`src/rtl/sys_ctrl.sv`:
```
// -----------------------------------------------------------------------------
// sys_ctrl
//   Command sequencer between a UART receive path and a register file.
//   Frames:  write = 0xAA, ADDR, DATA      read = 0xBB, ADDR  (one byte back on TX)
//   A bad command byte, a byte arriving while a read is outstanding, or an
//   inter-byte / read-data timeout produces a one-cycle CMD_ERR pulse.
//
//   state    | meaning
//   ---------+--------------------------------------------------------------
//   S_IDLE    | waiting for a command byte (0xAA / 0xBB)
//   S_WR_ADDR | write frame, waiting for the address byte
//   S_WR_DATA | write frame, waiting for the data byte
//   S_RD_ADDR | read frame, waiting for the address byte
//   S_RD_WAIT | read strobe issued, waiting for RF_RdData_VLD
//   S_TX_SEND | read data captured, waiting for TX_BUSY low to send it
//
// Ports
//   clk, rst                 system clock, asynchronous active-low reset
//   RX_P_DATA / RX_D_VLD     received byte and its one-cycle valid pulse
//   RF_Address               register-file address (registered)
//   RF_WrEn / RF_WrData      one-cycle write strobe and write data
//   RF_RdEn                  one-cycle read strobe
//   RF_RdData / _VLD         read data and its valid pulse
//   TX_P_DATA / TX_D_VLD     byte to transmit and one-cycle transmit request
//   TX_BUSY                  transmitter busy, TX_D_VLD withheld while high
//   CMD_ERR                  one-cycle frame-error pulse
// -----------------------------------------------------------------------------
module sys_ctrl #(
    parameter int DATA_WIDTH = 8,
    parameter int ADDR_WIDTH = 4,
    parameter int TIMEOUT    = 1024
) (
    input  logic                  clk,
    input  logic                  rst,
    input  logic [DATA_WIDTH-1:0] RX_P_DATA,
    input  logic                  RX_D_VLD,
    output logic [ADDR_WIDTH-1:0] RF_Address,
    output logic                  RF_WrEn,
    output logic [DATA_WIDTH-1:0] RF_WrData,
    output logic                  RF_RdEn,
    input  logic [DATA_WIDTH-1:0] RF_RdData,
    input  logic                  RF_RdData_VLD,
    output logic [DATA_WIDTH-1:0] TX_P_DATA,
    output logic                  TX_D_VLD,
    input  logic                  TX_BUSY,
    output logic                  CMD_ERR
);

    localparam int CNT_W = $clog2(TIMEOUT) + 1;
    localparam logic [CNT_W-1:0]      CNT_LAST = CNT_W'(TIMEOUT - 1);
    localparam logic [DATA_WIDTH-1:0] CMD_WR   = DATA_WIDTH'(8'hAA);
    localparam logic [DATA_WIDTH-1:0] CMD_RD   = DATA_WIDTH'(8'hBB);

    typedef enum logic [2:0] {
        S_IDLE    = 3'd0,
        S_WR_ADDR = 3'd1,
        S_WR_DATA = 3'd2,
        S_RD_ADDR = 3'd3,
        S_RD_WAIT = 3'd4,
        S_TX_SEND = 3'd5
    } state_t;

    state_t state, state_nxt;

    logic [CNT_W-1:0]      to_cnt, to_cnt_nxt;
    logic                  counting;
    logic                  timed_out;
    logic [ADDR_WIDTH-1:0] rx_addr;

    logic                  wr_en_nxt, rd_en_nxt, tx_vld_nxt, err_nxt;
    logic [ADDR_WIDTH-1:0] addr_nxt;
    logic [DATA_WIDTH-1:0] wdata_nxt, tx_data_nxt;

    assign rx_addr  = RX_P_DATA[ADDR_WIDTH-1:0];
    assign counting = (state == S_WR_ADDR) || (state == S_WR_DATA) ||
                      (state == S_RD_ADDR) || (state == S_RD_WAIT);
    // This is the TIMEOUT-th quiet cycle in the current state.
    assign timed_out = counting && (to_cnt == CNT_LAST);

    always_ff @(posedge clk or negedge rst) begin
        if (!rst) begin
            state  <= S_IDLE;
            to_cnt <= '0;
        end else begin
            state  <= state_nxt;
            to_cnt <= to_cnt_nxt;
        end
    end

    always_comb begin
        state_nxt = state;
        case (state)
            S_IDLE: begin
                if (RX_D_VLD && (RX_P_DATA == CMD_WR))
                    state_nxt = S_WR_ADDR;
                else if (RX_D_VLD && (RX_P_DATA == CMD_RD))
                    state_nxt = S_RD_ADDR;
            end
            S_WR_ADDR: begin
                if (RX_D_VLD)       state_nxt = S_WR_DATA;
                else if (timed_out) state_nxt = S_IDLE;
            end
            S_WR_DATA: begin
                if (RX_D_VLD || timed_out) state_nxt = S_IDLE;
            end
            S_RD_ADDR: begin
                if (RX_D_VLD)       state_nxt = S_RD_WAIT;
                else if (timed_out) state_nxt = S_IDLE;
            end
            S_RD_WAIT: begin
                // A stray RX byte here is dropped and does not restart the timer.
                if (RF_RdData_VLD)  state_nxt = S_TX_SEND;
                else if (timed_out) state_nxt = S_IDLE;
            end
            S_TX_SEND: begin
                if (!TX_BUSY) state_nxt = S_IDLE;
            end
            default: state_nxt = S_IDLE;
        endcase

        // Every accepted byte moves the FSM, so clearing on state change
        // also covers clearing on an accepted byte.
        to_cnt_nxt = '0;
        if (counting && (state_nxt == state))
            to_cnt_nxt = to_cnt + 1'b1;
    end

    always_comb begin
        wr_en_nxt   = 1'b0;
        rd_en_nxt   = 1'b0;
        tx_vld_nxt  = 1'b0;
        err_nxt     = 1'b0;
        addr_nxt    = RF_Address;
        wdata_nxt   = RF_WrData;
        tx_data_nxt = TX_P_DATA;
        case (state)
            S_IDLE: begin
                err_nxt = RX_D_VLD && (RX_P_DATA != CMD_WR) && (RX_P_DATA != CMD_RD);
            end
            S_WR_ADDR: begin
                if (RX_D_VLD) addr_nxt = rx_addr;
                else          err_nxt  = timed_out;
            end
            S_WR_DATA: begin
                if (RX_D_VLD) begin
                    wr_en_nxt = 1'b1;
                    wdata_nxt = RX_P_DATA;
                end else begin
                    err_nxt = timed_out;
                end
            end
            S_RD_ADDR: begin
                if (RX_D_VLD) begin
                    addr_nxt  = rx_addr;
                    rd_en_nxt = 1'b1;
                end else begin
                    err_nxt = timed_out;
                end
            end
            S_RD_WAIT: begin
                err_nxt = RX_D_VLD || (!RF_RdData_VLD && timed_out);
                if (RF_RdData_VLD) tx_data_nxt = RF_RdData;
            end
            S_TX_SEND: begin
                err_nxt    = RX_D_VLD;
                tx_vld_nxt = !TX_BUSY;
            end
            default: ;
        endcase
    end

    always_ff @(posedge clk or negedge rst) begin
        if (!rst) begin
            RF_Address <= '0;
            RF_WrEn    <= 1'b0;
            RF_WrData  <= '0;
            RF_RdEn    <= 1'b0;
            TX_P_DATA  <= '0;
            TX_D_VLD   <= 1'b0;
            CMD_ERR    <= 1'b0;
        end else begin
            RF_Address <= addr_nxt;
            RF_WrEn    <= wr_en_nxt;
            RF_WrData  <= wdata_nxt;
            RF_RdEn    <= rd_en_nxt;
            TX_P_DATA  <= tx_data_nxt;
            TX_D_VLD   <= tx_vld_nxt;
            CMD_ERR    <= err_nxt;
        end
    end

endmodule
```
`config.mk`:
```
export PLATFORM = sky130hd
export DESIGN_NAME = sys_ctrl
export DESIGN_NICKNAME = d
export VERILOG_FILES = /design/src/rtl/sys_ctrl.sv
export SDC_FILE = /design/constraint.sdc
export NUM_CORES = 1
export LEC_CHECK = 0
export BUFFER_PORTS_ARGS = -buffer_cell sky130_fd_sc_hd__buf_4
export CORE_MARGIN = 10
export CORE_UTILIZATION = 52
export DETAILED_ROUTE_END_ITERATION = 8
export PLACE_DENSITY = 0.75
export SYNTH_ARGS = -nofsm -noshare
export SYNTH_HDL_FRONTEND = slang
export SYNTH_SLANG_ARGS = --single-unit
```
`constraint.sdc`:
```
create_clock -name clk -period 1.9 [get_ports clk]
set_input_delay 0.285 -clock clk [delete_from_list [all_inputs] [get_ports clk]]
set_output_delay 0.285 -clock clk [all_outputs]
set_load 0.01 [all_outputs]
```
==> metrics list <==
- Entering global routing, the biggest net connects 39 pins.
- Antenna violations before repair: 0
- The worst setup path is launched from a flip-flop.
* Fraction of power spent switching nets: 33.6%
- First-pass iteration count of the detailed router: 4
- The number of antenna diodes in the final layout is 0.
- After clock tree synthesis, the setup repair step added 0 buffers.
* Power per unit of standard cell area: about 1200 mW/mm^2
- First-iteration detailed-routing DRC count: 39
- Counting I/O delays and the setup requirement, the final critical path takes between 1.5 and 2 ns.
* Synthesized flop and latch total: 38
- Counting the buffers created by CTS gives 5.
- Synthesized netlist net count: approximately 160
- HPWL Detailed: around 2900 um
- The signal on the critical path passes through nor2b_1 > nand2_1 > nor2_4 > mux2_2.
* Clock root buffer master: sky130_fd_sc_hd__clkbuf_4
* Count of maximum capacitance violations: 0
- In the routed design, unresolved DRC markers number 0.
- After floorplanning, the core was sized to cover roughly 0.0031 mm^2.
- Setup repair after global routing left no endpoint under its margin.
- The number of buffers and inverters on the critical path is 0.
- Logic gate share of total power: 40.8%
- Largest buffer count on any clock path: 2
* Critical Path Max Stage Delay: roughly 0.5 ns
* Fraction of power consumed by the clock network: 14.4%
* Effective utilization at floorplan: 55.7%
- Horizontal die dimension: between 70 and 80 um
* Run status: complete, no violations
* Site Rows: 20
- Global routing used 12.9% of the available tracks.
- Worst hold slack: 0.109 ns
- Buffers on Ports: 44
* Clk sink count: 38
- Mapped cell area: between 0.0015 and 0.002 mm^2
- Kind of path behind the tightest hold check: in -> reg
- Final hold vios: 0
- Final clock period utilization by the worst path: about 92%
* Synthesized instance count: roughly 140
* Clock transition at the registers of the reported paths: about 0.10 ns
* Number of global-route vias before repair: 1,385
* Top Ports: 45
- Cell-internal power: between 1.5 and 2 mW
- H-tree depth: 2
- Highest achievable clock rate: 574 MHz
- WP data arrival: around 2.0 ns
* Final estimated routing congestion in global placement: about 0.9
- Setup violations, final: 0
- Worst IR Drop VDD: 0.000779 V
- Final antenna-violating net count: 0
- Total length of routed wires: ~3800 um
- The final count of pins violating max slew was 0.
* Post-synthesis average cell area: approximately 13 um^2
- Overall power after layout: roughly 2.6 mW
* Endpoint type of the worst setup path: flip-flop
- Setup total negative slack on the finished layout was measured at 0 ns.
* Relative slew slack: between 60% and 70%
- Worst skew pair latency: about 0.34 ns
- Cells with a size suffix above 1 make up 44.8% of the layout.
- Vias: 1,219
- Largest driver fanout on the critical path: 9
* YS warnings: 0
- Average vias per placed instance: 5.37
- The floorplan step defined a die boundary enclosing between 0.006 and 0.007 mm^2.
* Die span in y: 77.9 um
- Slowest library cell on the worst path: sky130_fd_sc_hd__dfrtp_1
- Slew at the pin closest to its max-slew limit: between 0.5 and 0.6 ns
* Number of distinct library cells after synthesis: 35
* Leakage power summed over all cells: 0.990 nW
- Part of the power in registers: 44.9%
- Gates resized during post-CTS repair numbered 0.
- Seq/Total Area, Yosys: 54.6%
- After global routing the overflow that remains totals 0.
- Relative to the synthesized area, the layout overhead comes to 22.8%.
- In this run the power spent charging and discharging nets is between 800 and 900 uW.
- Data on the critical path is required at its endpoint by around 2.1 ns.
- TritonCTS built the clock tree.
- Routed WL per cell: around 17 um
- Global-route wire length before repair: 6380 um
* Max Clock Skew: between 0.003 and 0.004 ns
- Family of cells with the greatest summed delay on the critical path: simple AND/OR/NAND/NOR gates
- In the final design database the tool counted between 200 and 250 nets.
- Critical path class: reg -> reg
[power by group through the flow]
stage          logic [mW]  clock network [mW]  registers, mW
6_report             1.08               0.380           1.19
5_1_grt              1.18               0.429           1.23
4_1_cts              1.10               0.394           1.19
3_5_place_dp         1.10                   0           1.21
3_3_place_gp         1.07                   0           1.19
2_1_floorplan       0.544                   0           1.28
[layer usage]
layer	track usage, %	vias up	part of all wire (%)
met1	14.0	597	41
met5	0	-	0
met4	5.91	0	1.7
met2	21.6	35	49
met3	4.95	7	7.7
li1	-	580	-
[path summary, 6_finish.rpt]
path,startpoint,to,slack [ns],cells after the start
worst max register to register,state[2],RF_WrData[2],0.16,4
min in group asynchronous,rst,to_cnt[7],0.44,2
worst max-delay path,state[2],RF_WrData[2],0.16,4
worst min register to register,to_cnt[0],to_cnt[0],0.51,1
worst min-delay path,TX_BUSY,TX_D_VLD,0.11,2
max in group asynchronous,rst,to_cnt[8],1.13,2
[cells in the final DEF, fill, tap and decap left out, types with 3 or more instances in the layout]
cell,n
sky130_fd_sc_hd__nand3_1,5
sky130_fd_sc_hd__o21ai_0,5
sky130_fd_sc_hd__mux2_2,21
sky130_fd_sc_hd__buf_4,45
sky130_fd_sc_hd__dfrtp_1,38
sky130_fd_sc_hd__clkbuf_4,5
sky130_fd_sc_hd__xnor2_1,3
sky130_fd_sc_hd__nand2_1,6
sky130_fd_sc_hd__xor2_1,6
sky130_fd_sc_hd__nor3_1,11
sky130_fd_sc_hd__nor2_1,7
[through the flow]
stage / setup WS [ns] / std cells / area [um^2] / utilization, %
floorplan: 0.257 / 135 / 1740 / -
global placement: 0.266 / 219 / 2090 / 66.7
detailed placement: 0.177 / 219 / 2090 / 66.7
CTS: 0.162 / 227 / 2140 / 68.4
global route: 0.0634 / 227 / 2140 / 68.4
finish: 0.157 / 227 / 2140 / 68.4
[area by class of cell]
cell class,instances,area [um^2]
Fill cell,255,987
Sequential cell,38,951
Timing Repair Buffer,46,348
Multi-Input combinational cell,90,734
Tap cell,44,55.1
Clock buffer,7,45.0
Inverter,2,7.51
[flip-flops by register name, summed over array words and instances, names as in the netlist]
register,cells
CMD_ERR,1
RF_Address,4
RF_RdEn,1
RF_WrData,8
RF_WrEn,1
TX_D_VLD,1
TX_P_DATA,8
state,3
to_cnt,11
[cell usage after synthesis, drive strengths merged]
library cell,n,area share [%]
and4,3,1.6
buf,5,2.9
nor3b,2,0.86
nor3,12,3.7
nand4b,2,1.0
nand2b,1,0.79
dfrtp,38,55
o21bai,1,1.1
o21ai,5,1.4
nor4b,1,0.50
a32oi,1,0.50
and2b,1,0.50
nor2,8,2.2
mux2,21,14
and3,3,1.4
nand2,6,1.3
a21boi,1,1.1
o31ai,1,0.43
a211oi,2,1.1
nor2b,1,0.36
inv,2,0.43
xor2,6,3.0
ha,1,0.72
xnor2,3,1.5
nand3,5,1.4
nand4,2,1.6
o211ai,1,0.43
[timing repair]
action                                 CTS  global route
endpoints found under the hold margin   38             0
hold buffers                             1             0
setup endpoints to repair                0             0
[cells by family (layout without fill, tap and decap cells)]
group	after synthesis	in the layout	share of synthesized area (%)
mux	21	21	13.6
simple gates	47	47	17.2
fa+ha+maj	1	1	0.718
buf+inv	7	55	3.30
compound gates	12	12	6.10
flops	38	38	54.6
xor+xnor	9	9	4.52
No activity file was read; power rests on OpenSTA's default activity.
